### config.mk
export PLATFORM = sky130hd
export DESIGN_NAME = seq_mult_taint_core
export DESIGN_NICKNAME = d
export VERILOG_FILES = /design/src/rtl/seq_mult_taint_core.sv
export SDC_FILE = /design/constraint.sdc
export NUM_CORES = 1
export LEC_CHECK = 0
export ABC_CLOCK_PERIOD_IN_PS = 5500
export CAP_MARGIN = 20
export CORE_ASPECT_RATIO = 0.5
export CORE_MARGIN = 3
export CORE_UTILIZATION = 40
export CTS_CLUSTER_DIAMETER = 80
export CTS_CLUSTER_SIZE = 16
export DETAILED_ROUTE_END_ITERATION = 12
export SETUP_SLACK_MARGIN = 0.15
export SLEW_MARGIN = 20
export SYNTH_ARGS = -nofsm -noshare
export SYNTH_HDL_FRONTEND = slang
export SYNTH_SLANG_ARGS = --single-unit
export TNS_END_PERCENT = 1
### constraint.sdc
create_clock -name clk -period 5.5 [get_ports clk]
set_clock_uncertainty 0.2 [all_clocks]
set_input_delay 0.825 -clock clk [delete_from_list [all_inputs] [get_ports clk]]
set_output_delay 0.825 -clock clk [all_outputs]
set_load 0.02 [all_outputs]
### src/rtl/seq_mult_taint_core.sv
// Shift-add sequential multiplier with a start/busy/done handshake and bit-level
// taint tracking on every datapath register, including a taint on completion timing.
module seq_mult_taint_core #(
  parameter int WIDTH      = 4,
  parameter int EARLY_EXIT = 1,
  parameter int PRECISE    = 1
) (
  input  logic                 clk,
  input  logic                 rst,
  input  logic                 start,
  input  logic                 start_t,
  input  logic [WIDTH-1:0]     multiplicand,
  input  logic [WIDTH-1:0]     multiplicand_t,
  input  logic [WIDTH-1:0]     multiplier,
  input  logic [WIDTH-1:0]     multiplier_t,
  output logic                 busy,
  output logic                 done,
  output logic                 done_t,
  output logic [2*WIDTH-1:0]   product,
  output logic [2*WIDTH-1:0]   product_t
);

  localparam int PW = 2 * WIDTH;
  localparam int CW = $clog2(WIDTH);

  typedef enum logic [1:0] {IDLE, RUN, DONE} state_t;

  state_t            state_reg, state_next;
  logic [PW-1:0]     acc_reg, acc_t_reg, mcand_reg, mcand_t_reg;
  logic [WIDTH-1:0]  mplier_reg, mplier_t_reg;
  logic [CW-1:0]     cnt_reg;
  logic              ctl_t_reg, bt_any_reg;
  logic [PW-1:0]     product_reg, product_t_reg;
  logic              done_t_reg;

  logic              accept, add_maybe, last_iter;
  logic [PW-1:0]     acc_add, acc_t_add, spread_src, spread_mask;
  logic [WIDTH-1:0]  mplier_sh, mplier_t_sh;

  assign accept    = start && (state_reg == IDLE || state_reg == DONE);
  assign add_maybe = mplier_reg[0] | mplier_t_reg[0];
  assign mplier_sh   = mplier_reg >> 1;
  assign mplier_t_sh = mplier_t_reg >> 1;
  assign last_iter = (cnt_reg == CW'(WIDTH - 1)) ||
                     ((EARLY_EXIT != 0) && (mplier_sh == '0) && (mplier_t_sh == '0));

  // x | -x sets every bit at or above the lowest set bit of x: the reach of a carry.
  always_comb begin
    acc_add     = mplier_reg[0] ? acc_reg + mcand_reg : acc_reg;
    spread_src  = '0;
    if (mplier_t_reg[0])
      spread_src = mcand_reg | mcand_t_reg | acc_t_reg;
    else if (mplier_reg[0])
      spread_src = acc_t_reg | mcand_t_reg;
    spread_mask = spread_src | (~spread_src + PW'(1));
    if (PRECISE != 0)
      acc_t_add = acc_t_reg | spread_mask;
    else if (add_maybe && ((|acc_t_reg) || (|mcand_t_reg) || mplier_t_reg[0]))
      acc_t_add = '1;
    else
      acc_t_add = acc_t_reg;
    if (ctl_t_reg && add_maybe)
      acc_t_add = '1;
  end

  always_comb begin
    state_next = state_reg;
    case (state_reg)
      IDLE:    if (start) state_next = RUN;
      RUN:     if (last_iter) state_next = DONE;
      DONE:    state_next = start ? RUN : IDLE;
      default: state_next = IDLE;
    endcase
  end

  always_ff @(posedge clk or posedge rst) begin
    if (rst) state_reg <= IDLE;
    else     state_reg <= state_next;
  end

  always_ff @(posedge clk or posedge rst) begin
    if (rst) begin
      acc_reg       <= '0;
      acc_t_reg     <= '0;
      mcand_reg     <= '0;
      mcand_t_reg   <= '0;
      mplier_reg    <= '0;
      mplier_t_reg  <= '0;
      cnt_reg       <= '0;
      ctl_t_reg     <= 1'b0;
      bt_any_reg    <= 1'b0;
      product_reg   <= '0;
      product_t_reg <= '0;
      done_t_reg    <= 1'b0;
    end else if (accept) begin
      acc_reg      <= '0;
      acc_t_reg    <= '0;
      mcand_reg    <= {{WIDTH{1'b0}}, multiplicand};
      mcand_t_reg  <= {{WIDTH{1'b0}}, multiplicand_t};
      mplier_reg   <= multiplier;
      mplier_t_reg <= multiplier_t;
      cnt_reg      <= '0;
      ctl_t_reg    <= start_t;
      bt_any_reg   <= |multiplier_t;
    end else if (state_reg == RUN) begin
      acc_reg      <= acc_add;
      acc_t_reg    <= acc_t_add;
      mcand_reg    <= mcand_reg << 1;
      mcand_t_reg  <= mcand_t_reg << 1;
      mplier_reg   <= mplier_sh;
      mplier_t_reg <= mplier_t_sh;
      cnt_reg      <= cnt_reg + CW'(1);
      if (last_iter) begin
        product_reg   <= acc_add;
        product_t_reg <= ctl_t_reg ? '1 : acc_t_add;
        // Early exit makes the finishing time depend on the multiplier's taint.
        done_t_reg    <= ctl_t_reg | ((EARLY_EXIT != 0) & bt_any_reg);
      end
    end
  end

  assign busy      = (state_reg == RUN);
  assign done      = (state_reg == DONE);
  assign done_t    = done_t_reg;
  assign product   = product_reg;
  assign product_t = product_t_reg;

endmodule

**Yosys cells after proc, flatten, opt, wreduce, memory -nomap -nowiden**

Index checks and enable logic that the tools add are counted.
W data, S select, Z words.

- Memories kept: 0
- Output and inout bits: 19
- Word-level logic and storage cells: 65
- Memory bits (writable): 0
- Bits in latches: 0
- Bits in read-only memories: 0
- Register bits after elaboration: 63

- Equality and inequality tests: 5
- $mul: 0
- Reductions and logical operators: 12
- Bitwise logic cells: 9
- Add/subtract/negate cells: 3
- Shifts and indexed selects: 0
- Div/mod/pow operators: 0
- Order comparisons: 0
- Muxes and demuxes: 23

Operators by type and width:

| operator | count |
|---|---|
| $mux W8 | 13 |
| $or A8 B8 Y8 | 5 |
| $mux W4 | 4 |
| $add A8 B1 Y8 const B | 1 |
| $add A8 B8 Y8 | 1 |
| $logic_not A4 Y1 | 2 |
| $mux W2 | 4 |
| $not A8 Y8 | 1 |
| $pmux W2 S3 | 1 |
| $eq A2 B2 Y1 const B | 2 |
| $reduce_or A4 Y1 | 1 |
| $logic_and A1 B1 Y1 | 3 |
| $reduce_and A3 Y1 | 1 |
| $add A2 B1 Y2 const B | 1 |
| $eq A2 B1 Y1 const B | 1 |
| $logic_not A2 Y1 | 1 |
| $logic_or A1 B1 Y1 | 2 |
| $ne A2 B1 Y1 const B | 1 |
| $ne A2 B2 Y1 const B | 1 |
| $or A1 B1 Y1 | 2 |
| $reduce_and A2 Y1 | 1 |
| $reduce_bool A2 Y1 | 1 |
| $mux W1 | 1 |
| $not A1 Y1 | 1 |

**Longest topological paths before layout**

- Word-level depth: 10
- Mapped depth: 7
- Depth with buffers taken out: 7

**Worst setup path before layout**

OpenSTA, ideal clock, no wires.

- Kind: register to register
- Start: reg mcand_reg[2]
- End: reg acc_reg[7]
- Library setup time: 0.070 ns
- Data required time: 5.230 ns
- Setup slack: 3.268 ns
- Data arrival time: 1.963 ns
- Stages on the path, launching flop included: 7
- Clock period less this slack: 2.232 ns
- Cell sequence: dfrtp_1 -> ha_1 -> o211ai_1 -> o211a_1 -> o21ba_2 -> or4b_2 -> nand3_1

- Longest elaborated chain between the ends: 4

Ends and longest elaborated chain:

| element | line | RTL |
|---|---|---|
| start, declared | 29 | `logic [PW-1:0] acc_reg, acc_t_reg, mcand_reg, mcand_t_reg;` |
| start signal, assigned | 98 | `mcand_reg <= {{WIDTH{1'b0}}, multiplicand};` |
| start signal, assigned | 108 | `mcand_reg <= mcand_reg << 1;` |
| $add A8 B8 Y8 | 49 | `acc_add = mplier_reg[0] ? acc_reg + mcand_reg : acc_reg;` |
| $mux W8 | 49 |  |
| $mux W8 | 105 | `end else if (state_reg == RUN) begin` |
| $mux W8 | 95 | `end else if (accept) begin` |
| end signal, assigned | 83 | `acc_reg <= '0;` |
| end signal, assigned | 96 | `acc_reg <= '0;` |
| end signal, assigned | 106 | `acc_reg <= acc_add;` |
| end, declared | 29 |  |

Every way passes these cells. The select of a mux whose other input is x is not followed.
A chain may end at the register's enable or synchronous reset.

**Worst setup path in the final report**

- Start: reg state_reg[0]
- End: out busy

- Longest elaborated chain between the ends: 1

Ends and longest elaborated chain:

| element | line | RTL |
|---|---|---|
| start, declared | 28 | `state_t state_reg, state_next;` |
| start signal, assigned | 78 | `else state_reg <= state_next;` |
| $eq A2 B1 Y1 | 122 | `assign busy = (state_reg == RUN);` |
| end, declared | 16 | `output logic busy,` |

Every way passes these cells.

==> results.cfg <==
[floorplanning]
die_area_mm2 = 0.00857
io-pin-count = 39
die_x_um = 128
coreArea_mm2 = 0.00694
initial_core_util = 0.429
dieHeight_um = 67.0
rows = 21

[clocking]
cts_max_level = 3
cts_made_buffers = 9
hold_buffers = 0
clkTransAtPathRegs_ps = 50
insertion_delay_ps = 330
cts_root_buffer = clkbuf_16
cts_tree = built
ctsResizeCount = 0
cts_sinks = 63
cts_buffer_depth = 2
cts_setup_buffers = 0

[synthesis]
yosys.area_share.simple = 0.136
yosysSeqAreaShare = 0.530
ys.flop_type = dfrtp_1
yosysTopAreaCellShare = 0.530
netlist-cell-type-count = 44
syn_area_mm2 = 0.00298
synth_top_family_by_area = compound AO/OA/AOI/OAI gates
synth_area_leaders = dfrtp_1, a22o_1, nand2_1
yosysTopAreaCell = dfrtp_1
synth-edff-count = 0
synth-adder-area-share = 0.0404
synthMuxAreaShare = 0.0244
synth_warnings = 0
syn_area_per_cell_um2 = 10.2
ys_ff_latch = 63
synth_fp_nets = 320
synth_xor_area_frac = 0.0147
synthCells = 291
ys_async_sr_fraction = 1.00
synth_compound_area_frac = 0.226

[power]
power.density_mw_per_mm2 = 688
power_frac_clock = 0.223
combPwrFrac = 0.435
p_sw_frac = 0.402
p_sw_mw = 1.04
p_leak_nw = 1.64
seqPwrFrac = 0.342
power.internal_mw = 1.54
vdd_drop_max_uv = 226

[layout]
area_delta_synth_final_pct = 26.2
drive_gt1_frac = 0.0836
seq_area_mm2 = 0.00158
antennaDiodeCount = 0
fin_nets = 359
num-fill-cells = 635
fin_util = 0.541
multi_input_area_mm2 = 0.00131

[critical_path]
required_ps = 4470
endpoint_kind = primary output
start_kind = register
crit_type = reg -> out
arrival_ps = 2640
regToRegSetupSlack_ps = 2330
critPathMaxFanout = 22

[global_routing]
antenna_found_initial = 0
grt_first_pass_wirelength_mm = 11.4
gr-max-usage-layer = met1
grt_use_met1 = 0.251
use_met2 = 0.249
overflow = 0
use_met3 = 0.0584
grt_max_degree = 64
grt_pass1_vias = 2234
grt_usage = 0.175

[placement]
routabilityCongestion = 0.815
numPortBuffers = 38
dpl.hpwl_mm = 4.76

[drt]
firstDrtPassIters = 4
first_iter_violations = 158
wire_per_inst_um = 15.9
drcViolationCount = 0
ant_nets = 0
num_vias = 2346
postRouteWirelength_mm = 6.78
viasPerCell = 5.49

[timing]
fin_tns_setup_ps = 0
tightest_slew_ps = 795
clock.fmax_ghz = 0.273
slew_headroom = 0.470
slew_violations = 0
finalSetupViolations = 0
rsz0062_at_grt = no
fin_crit_sh = 0.667
holdWs_ps = 288
finalCriticalPeriod_ps = 3670
finalHoldViolations = 0

[run]
drv_cap = 0

[outcome]
status = finished clean

[min_path]
min_path_type = reg -> reg
[cells in the mapped netlist, drive strengths merged, types with 2 or more instances]
| cell type | count |
|---|---|
| a211oi | 5 |
| a21o | 3 |
| a21oi | 22 |
| a22o | 14 |
| a22oi | 11 |
| a31oi | 11 |
| a32o | 3 |
| buf | 6 |
| clkbuf | 9 |
| dfrtp | 63 |
| ha | 8 |
| inv | 5 |
| mux2 | 2 |
| mux2i | 5 |
| nand2 | 31 |
| nand2b | 3 |
| nand3 | 7 |
| nand3b | 2 |
| nor2 | 30 |
| nor2b | 2 |
| nor3 | 9 |
| o21ai | 14 |
| o31ai | 3 |
| or4 | 2 |
| xnor2 | 3 |
| xor2 | 2 |
[final cells by class]
type | instances | area share
sequential | 63 | 0.420
inverter | 6 | 0.00600
tap | 92 | 0.0306
timing repair buffer | 43 | 0.111
clock buffer | 13 | 0.0720
clock inverter | 3 | 0.0107
multi-input combinational | 207 | 0.350
[stage by stage]
stage / std cells / total power, mW / setup WS [ps] / area, um^2
after global placement: 411 / 1.98 / 2230 / 3450
final: 427 / 2.58 / 1830 / 3760
after detailed placement: 411 / 2.02 / 2170 / 3450
after CTS: 427 / 2.60 / 1810 / 3760
after floorplan: 291 / 1.64 / 2910 / 2980
after global routing: 427 / 2.78 / 1660 / 3760
[final timing paths]
path / start / to / cells after the start
worst min-delay path: bt_any_reg / bt_any_reg / 2
max in group asynchronous: rst / acc_reg[0] / 3
min in group asynchronous: rst / mplier_reg[3] / 3
worst min register to register: bt_any_reg / bt_any_reg / 2
worst max register to register: state_reg[0] / acc_t_reg[2] / 6
worst max-delay path: state_reg[0] / busy / 3
[cells in the final DEF, fill, tap and decap left out, types with 11 or more instances in the layout]
cell | synthesis | routed
a21oi_1 | 22 | 22
a22oi_1 | 11 | 11
nor2_1 | 30 | 30
o21ai_0 | 14 | 14
a22o_1 | 14 | 14
a31oi_1 | 11 | 11
nand2_1 | 31 | 31
dfrtp_1 | 63 | 63
clkdlybuf4s50_1 | 0 | 38
[cell families after synthesis]
| group | Yosys count |
|---|---|
| compound gates | 96 |
| simple gates | 90 |
| flops | 63 |
| buf+inv | 21 |
| fa+ha+maj | 9 |
| mux | 7 |
| xor+xnor | 5 |
[metal layers]
layer | share of wire | vias to the layer above
met2 | 0.42 | 54
met4 | 0.012 | 0
met5 | 0 | -
met1 | 0.52 | 1140
li1 | - | 1145
met3 | 0.046 | 7
[critical path, cell delays in order (launching register included)]
cell	delay (ps)
dfrtp_1	410
nand2b_1	470
clkinv_1	710
clkdlybuf4s50_1	720
[power groups by stage]
stage / Clock [mW] / Sequential [mW] / Combinational [mW]
floorplan: 0 / 0.882 / 0.763
global placement: 0 / 0.879 / 1.10
detailed placement: 0 / 0.890 / 1.13
CTS: 0.588 / 0.885 / 1.13
global route: 0.612 / 0.918 / 1.25
finish: 0.575 / 0.884 / 1.12
(Power assumes the default switching activity.)
